**config.mk**
```make
export PLATFORM = sky130hd
export DESIGN_NAME = pl_id_scoreboard
export DESIGN_NICKNAME = d
export VERILOG_FILES = /design/src/rtl/pl_pkg.sv /design/src/rtl/pl_sb_fwdmux.sv /design/src/rtl/pl_id_scoreboard.sv
export SDC_FILE = /design/constraint.sdc
export NUM_CORES = 1
export LEC_CHECK = 0
export ABC_AREA = 1
export BUFFER_PORTS_ARGS = -buffer_cell sky130_fd_sc_hd__clkbuf_2
export CORE_MARGIN = 1
export CORE_UTILIZATION = 40
export CTS_BUF_LIST = sky130_fd_sc_hd__clkbuf_16
export DETAILED_ROUTE_END_ITERATION = 8
export PLACE_DENSITY = 0.73
export SYNTH_ARGS = -nofsm -noshare
export SYNTH_HDL_FRONTEND = slang
export SYNTH_SLANG_ARGS = --single-unit
```
**constraint.sdc**
```tcl
create_clock -name clock -period 3 [get_ports clock]
set_input_delay 0.15 -clock clock [delete_from_list [all_inputs] [get_ports clock]]
set_output_delay 0.15 -clock clock [all_outputs]
set_load 0.005 [all_outputs]
```
**src/rtl/pl_pkg.sv**
```systemverilog
`default_nettype none
// ============================================================================
// pl_pkg : shared defaults and operand-select encoding for the ID scoreboard
// Revision: 1.0
// ============================================================================
package pl_pkg;

  localparam int c_default_nreg   = 32;
  localparam int c_default_dw     = 32;
  localparam int c_default_maxlat = 8;

  typedef enum logic [1:0] {
    ZERO = 2'd0,
    RF   = 2'd1,
    FWD  = 2'd2
  } fwd_sel_t;

endpackage : pl_pkg
`default_nettype wire

```
**src/rtl/pl_sb_fwdmux.sv**
```systemverilog
`default_nettype none
// ============================================================================
// pl_sb_fwdmux : one source operand, chosen from zero / forward bus / regfile
// Revision: 1.0
// ============================================================================
module pl_sb_fwdmux
  import pl_pkg::*;
#(
  parameter int AW = 5,
  parameter int DW = 32
) (
  input  logic [AW-1:0] src,
  input  logic [DW-1:0] rf_q,
  input  logic          fwd_valid,
  input  logic [AW-1:0] fwd_rn,
  input  logic [DW-1:0] fwd_data,
  output logic [DW-1:0] dout
);

  fwd_sel_t sel;

  // r0 wins over the bus so a stray r0 tag can never leak data into a source
  always_comb begin
    if (src == '0) begin
      sel = ZERO;
    end else if (fwd_valid && (fwd_rn == src)) begin
      sel = FWD;
    end else begin
      sel = RF;
    end
  end

  always_comb begin
    case (sel)
      ZERO:    dout = '0;
      FWD:     dout = fwd_data;
      default: dout = rf_q;
    endcase
  end

endmodule : pl_sb_fwdmux
`default_nettype wire

```
**src/rtl/pl_id_scoreboard.sv**
```systemverilog
`default_nettype none
// ============================================================================
// pl_id_scoreboard : decode-stage countdown scoreboard, writeback-slot
//                    reservation and operand forwarding for variable latency
// Revision: 1.0
// ============================================================================
module pl_id_scoreboard
  import pl_pkg::*;
#(
  parameter int NREG   = c_default_nreg,
  parameter int AW     = $clog2(NREG),
  parameter int DW     = c_default_dw,
  parameter int MAXLAT = c_default_maxlat,
  parameter int CW     = $clog2(MAXLAT + 1)
) (
  input  logic            clock,
  input  logic            reset,
  input  logic            id_valid,
  input  logic [AW-1:0]   id_rs,
  input  logic [AW-1:0]   id_rt,
  input  logic            id_use_rs,
  input  logic            id_use_rt,
  input  logic            id_wreg,
  input  logic [AW-1:0]   id_rd,
  input  logic [CW-1:0]   id_lat,
  input  logic            flush,
  input  logic [DW-1:0]   rf_q1,
  input  logic [DW-1:0]   rf_q2,
  input  logic            fwd_valid,
  input  logic [AW-1:0]   fwd_rn,
  input  logic [DW-1:0]   fwd_data,
  output logic            stall,
  output logic            issue,
  output logic [DW-1:0]   da,
  output logic [DW-1:0]   db,
  output logic [NREG-1:0] pending
);

  logic [CW-1:0]     cnt_rd [NREG];
  logic [MAXLAT-1:0] slot_q;
  logic [MAXLAT-1:0] slot_d;
  logic              raw_rs;
  logic              raw_rt;
  logic              waw;
  logic              slot_conf;
  logic              wr_en;

  // cnt == 1 means the value is on the bus now and is picked up by the mux
  always_comb begin
    raw_rs    = id_use_rs && (id_rs != '0) && (cnt_rd[id_rs] > CW'(1));
    raw_rt    = id_use_rt && (id_rt != '0) && (cnt_rd[id_rt] > CW'(1));
    waw       = id_wreg && (id_rd != '0) && (cnt_rd[id_rd] > id_lat);
    slot_conf = 1'b0;
    for (int k = 0; k < MAXLAT; k++) begin
      if (slot_q[k] && (id_lat == CW'(k))) begin
        slot_conf = 1'b1;
      end
    end
    slot_conf = slot_conf && id_wreg;
    stall     = id_valid && (raw_rs || raw_rt || waw || slot_conf);
  end

  assign issue = id_valid && !stall && !flush;
  assign wr_en = issue && id_wreg && (id_rd != '0);

  always_comb begin
    slot_d = slot_q >> 1;
    if (wr_en) begin
      for (int k = 0; k < MAXLAT; k++) begin
        if (id_lat == CW'(k + 1)) begin
          slot_d[k] = 1'b1;
        end
      end
    end
  end

  always_ff @(posedge clock) begin
    if (reset) begin
      slot_q <= '0;
    end else begin
      slot_q <= slot_d;
    end
  end

  assign cnt_rd[0]  = '0;
  assign pending[0] = 1'b0;

  generate
    for (genvar r = 1; r < NREG; r++) begin : g_cnt
      logic [CW-1:0] cnt_q;
      logic [CW-1:0] cnt_d;

      // a fresh issue to this register overrides the running countdown
      always_comb begin
        cnt_d = cnt_q;
        if (cnt_q != '0) begin
          cnt_d = cnt_q - CW'(1);
        end
        if (wr_en && (id_rd == AW'(r))) begin
          cnt_d = id_lat;
        end
      end

      always_ff @(posedge clock) begin
        if (reset) begin
          cnt_q <= '0;
        end else begin
          cnt_q <= cnt_d;
        end
      end

      assign cnt_rd[r]  = cnt_q;
      assign pending[r] = (cnt_q != '0);
    end
  endgenerate

  pl_sb_fwdmux #(
    .AW (AW),
    .DW (DW)
  ) u_fwdmux_a (
    .src       (id_rs),
    .rf_q      (rf_q1),
    .fwd_valid (fwd_valid),
    .fwd_rn    (fwd_rn),
    .fwd_data  (fwd_data),
    .dout      (da)
  );

  pl_sb_fwdmux #(
    .AW (AW),
    .DW (DW)
  ) u_fwdmux_b (
    .src       (id_rt),
    .rf_q      (rf_q2),
    .fwd_valid (fwd_valid),
    .fwd_rn    (fwd_rn),
    .fwd_data  (fwd_data),
    .dout      (db)
  );

endmodule : pl_id_scoreboard
`default_nettype wire

```
==> reports/qor.yml <==
outcome:
  status: "complete, but fails checks"
  failed_checks: "negative setup slack"
clock_network:
  worst_skew_pair.late_latency_ns: 0.44
  cts_hold_buffers: 0
  tritoncts: "done"
  clkTransAtPathRegs_ns: 0.07
  cts_root_buffer: "clkbuf_16"
  cts_buffer_depth: 2
  numClockSinks: 132
  htreeDepth: 4
  cts_made_buffers: 17
worst_setup_path:
  cp_top_family: "compound AO/OA/AOI/OAI gates"
  crit_buf_inv: 4
  critical_path_class: "reg2reg"
  required_ns: 3.36
  cp_cell_sequence: "inv_1, o22ai_1, o21ai_0, nand4_1, nor2_1, a31oi_1, ha_1, a21oi_1, o21ai_1, nand3_1, nand3_1, nand2_2, nand3_2, nor2_4, nand2_2, clkinv_4, buf_12, buf_6, nand3_1, a21oi_1"
  cp_max_fo: 7
  cpMaxStageDelayCell: "dfxtp_1"
  critical-path-max-stage-delay_ns: 0.32
  worst_setup_path_end_kind: "flip-flop"
  cp.arrival_ns: 3.55
  start_kind: "flip-flop"
  cp_common_cell: "nand3_1"
timing:
  grt_setup_unrepaired: "true"
  worstMarginPinSlew_ns: 0.911
  finalSetupViolations: 114
  tns_ns: -8.01
  finalCriticalPeriod_ns: 3.19
  hold_viol_final: 0
  fin_crit_sh: 1.06
  finClkSkew_ns: 0.0111
  slew-limit-headroom: 0.388
  fmax_ghz: 0.313
  maxSlewViolCount: 0
  fin_ws_ns: -0.193
synthesis:
  synthFlopType: "dfxtp_1"
  ys_ff_latch: 132
  synth_cell_type_count: 38
  yosys_warnings: 0
  synth.top_cell.area_share: 0.227
  synth_cells: 1908
  synth_edf_count: 0
  synth_seq_area_share: 0.227
  synth_area_leaders: "dfxtp_1 (23%), nand2_1 (13%), nand3_1 (11%), inv_1 (7.4%), ha_1 (7.1%)"
  synthArstFlopShare: 0
  netlist_area_um2: 11600
  yosys.area.top_type: "dfxtp_1"
  synth_nets: 2102
  avgSynthCellArea_um2: 6.10
  synthTopCellsByCount: "nand2_1 (389), nand3_1 (254), inv_1 (231), nor2_1 (205), dfxtp_1 (132)"
  synthMostInstantiatedCell: "nand2_1"
routing:
  wl_met2_um: 21500
  avgRoutedWirePerCell_um: 19.2
  drcViolationCount: 0
  via_count: 15176
  wl_met3_um: 6320
  via_per_inst: 5.77
  drtIter0Drc: 1944
  routed_wl_um: 50500
  dr.pass1.iters: 7
  highest_layer: "met4"
  ant_nets: 0
  m1WireLength_um: 19800
floorplan:
  core_area_um2: 28700
  io_pins: 226
  num_rows: 62
  die_w_um: 173
  die-area_um2: 29800
  initial_core_util: 0.406
  die_y_um: 173
placed_design:
  port_buffers: 224
  pre_cts_ws_ns: -0.430
  dp_hpwl_um: 35100
  gp_congestion: 1.01
power:
  powerDensity_nw_per_um2: 828
  ir_worst_vdd_mv: 0.486
  total_leakage_power_uw: 0.00777
layout:
  postLayoutCoreUtil: 0.543
  drive_gt1_frac: 0.271
  syn_to_final_growth_pct: 33.9
  antenna-diode-count: 0
  fin_nets: 2425
job:
  max-cap-violations: 0
min_path:
  hp-class: "in2reg"
grt:
  antenna_found_initial: 0
  grt.overflow.total: 0
  groute.usage.overall: 0.314
  grt_max_degree: 37
  grt_pass1_wl_um: 74800
  grt_pass1_vias: 13963
[area by class of cell]
type                    instances  area (um^2)
fillers                      2732        13100
flip-flops and latches        132         2650
well taps                     384          480
clock buffers                  17          425
repair buffers                393         2710
inverters                     241          910
clock inverters                15          133
multi-input cells            1446         8280
[stage by stage]
step	hold slack [ns]	power, uW	area, um^2	cells
after CTS	0.0843	12100	14800	2610
after global placement	0.434	9690	14100	2572
after detailed placement	0.446	9880	14100	2572
final	0.0859	12900	15600	2628
after global routing	0.135	13900	15600	2628
after floorplan	0.307	7440	11700	1908
[what timing repair did]
| action | CTS | global route |
|---|---|---|
| pin swaps | 15 | 20 |
| cloned | 2 | 6 |
| endpoints found under the setup margin | 127 | 133 |
| gates resized for setup | 32 | 122 |
| endpoints found under the hold margin | 0 | 0 |
| setup buffers | 4 | 13 |
[per-layer routing]
layer	vias up	track usage
li1	6983	-
met3	254	0.0728
met2	1012	0.484
met1	6927	0.414
met5	-	0
met4	0	0.145
[cells by family (layout without fill, tap and decap cells)]
| group | after synthesis | in the layout | synth area share |
|---|---|---|---|
| buffers and inverters | 330 | 666 | 0.112 |
| xor gates and xnor gates | 66 | 66 | 0.0497 |
| and+or+nand+nor | 988 | 988 | 0.390 |
| DFF | 132 | 132 | 0.227 |
| adders and majority gates | 66 | 66 | 0.0709 |
| AOI/OAI and AO/OA | 325 | 325 | 0.150 |
| other | 1 | 1 | 0.000322 |
[power breakdown]
part | switching, uW | internal [uW] | leakage, uW
clock | 916 | 1140 | 0.000267
combinational | 4780 | 3340 | 0.00641
sequential | 365 | 2360 | 0.00109
total | 6060 | 6840 | 0.00777
[placed cells by master (no fill, tap or decap), types with 28 or more instances in the layout]
cell	instances
a21oi_1	83
a21oi_2	28
buf_4	143
clkbuf_2	224
dfxtp_1	126
ha_1	66
inv_1	223
nand2_1	362
nand2_2	29
nand3_1	253
nand4_1	40
nor2_1	201
nor3_1	28
o21ai_0	99
o22ai_1	51
or2_2	32
xor2_1	66
[state kept, by name, indices dropped and copies added, names as in the netlist]
signal       count
slot_q           8
g_cnt.cnt_q    124
[path summary, 6_finish.rpt]
kind,startpoint,cells past startpoint,slack (ns),end
max reg2reg,g_cnt[15].cnt_q[3]$_SDFFE_PP0P_,20,-0.19,g_cnt[9].cnt_q[3]$_SDFFE_PP0P_
min,id_lat[1],4,0.09,slot_q[0]$_SDFF_PP0_
max,g_cnt[15].cnt_q[3]$_SDFFE_PP0P_,20,-0.19,g_cnt[9].cnt_q[3]$_SDFFE_PP0P_
min reg2reg,slot_q[4]$_SDFF_PP0_,2,0.45,slot_q[3]$_SDFF_PP0_
[worst min-delay path, delay by kind of cell]
family          cells  cell delay, ns
simple gates        2            0.13
buf+inv             1            0.13
compound gates      1            0.05
No activity file was read; power rests on OpenSTA's default activity.
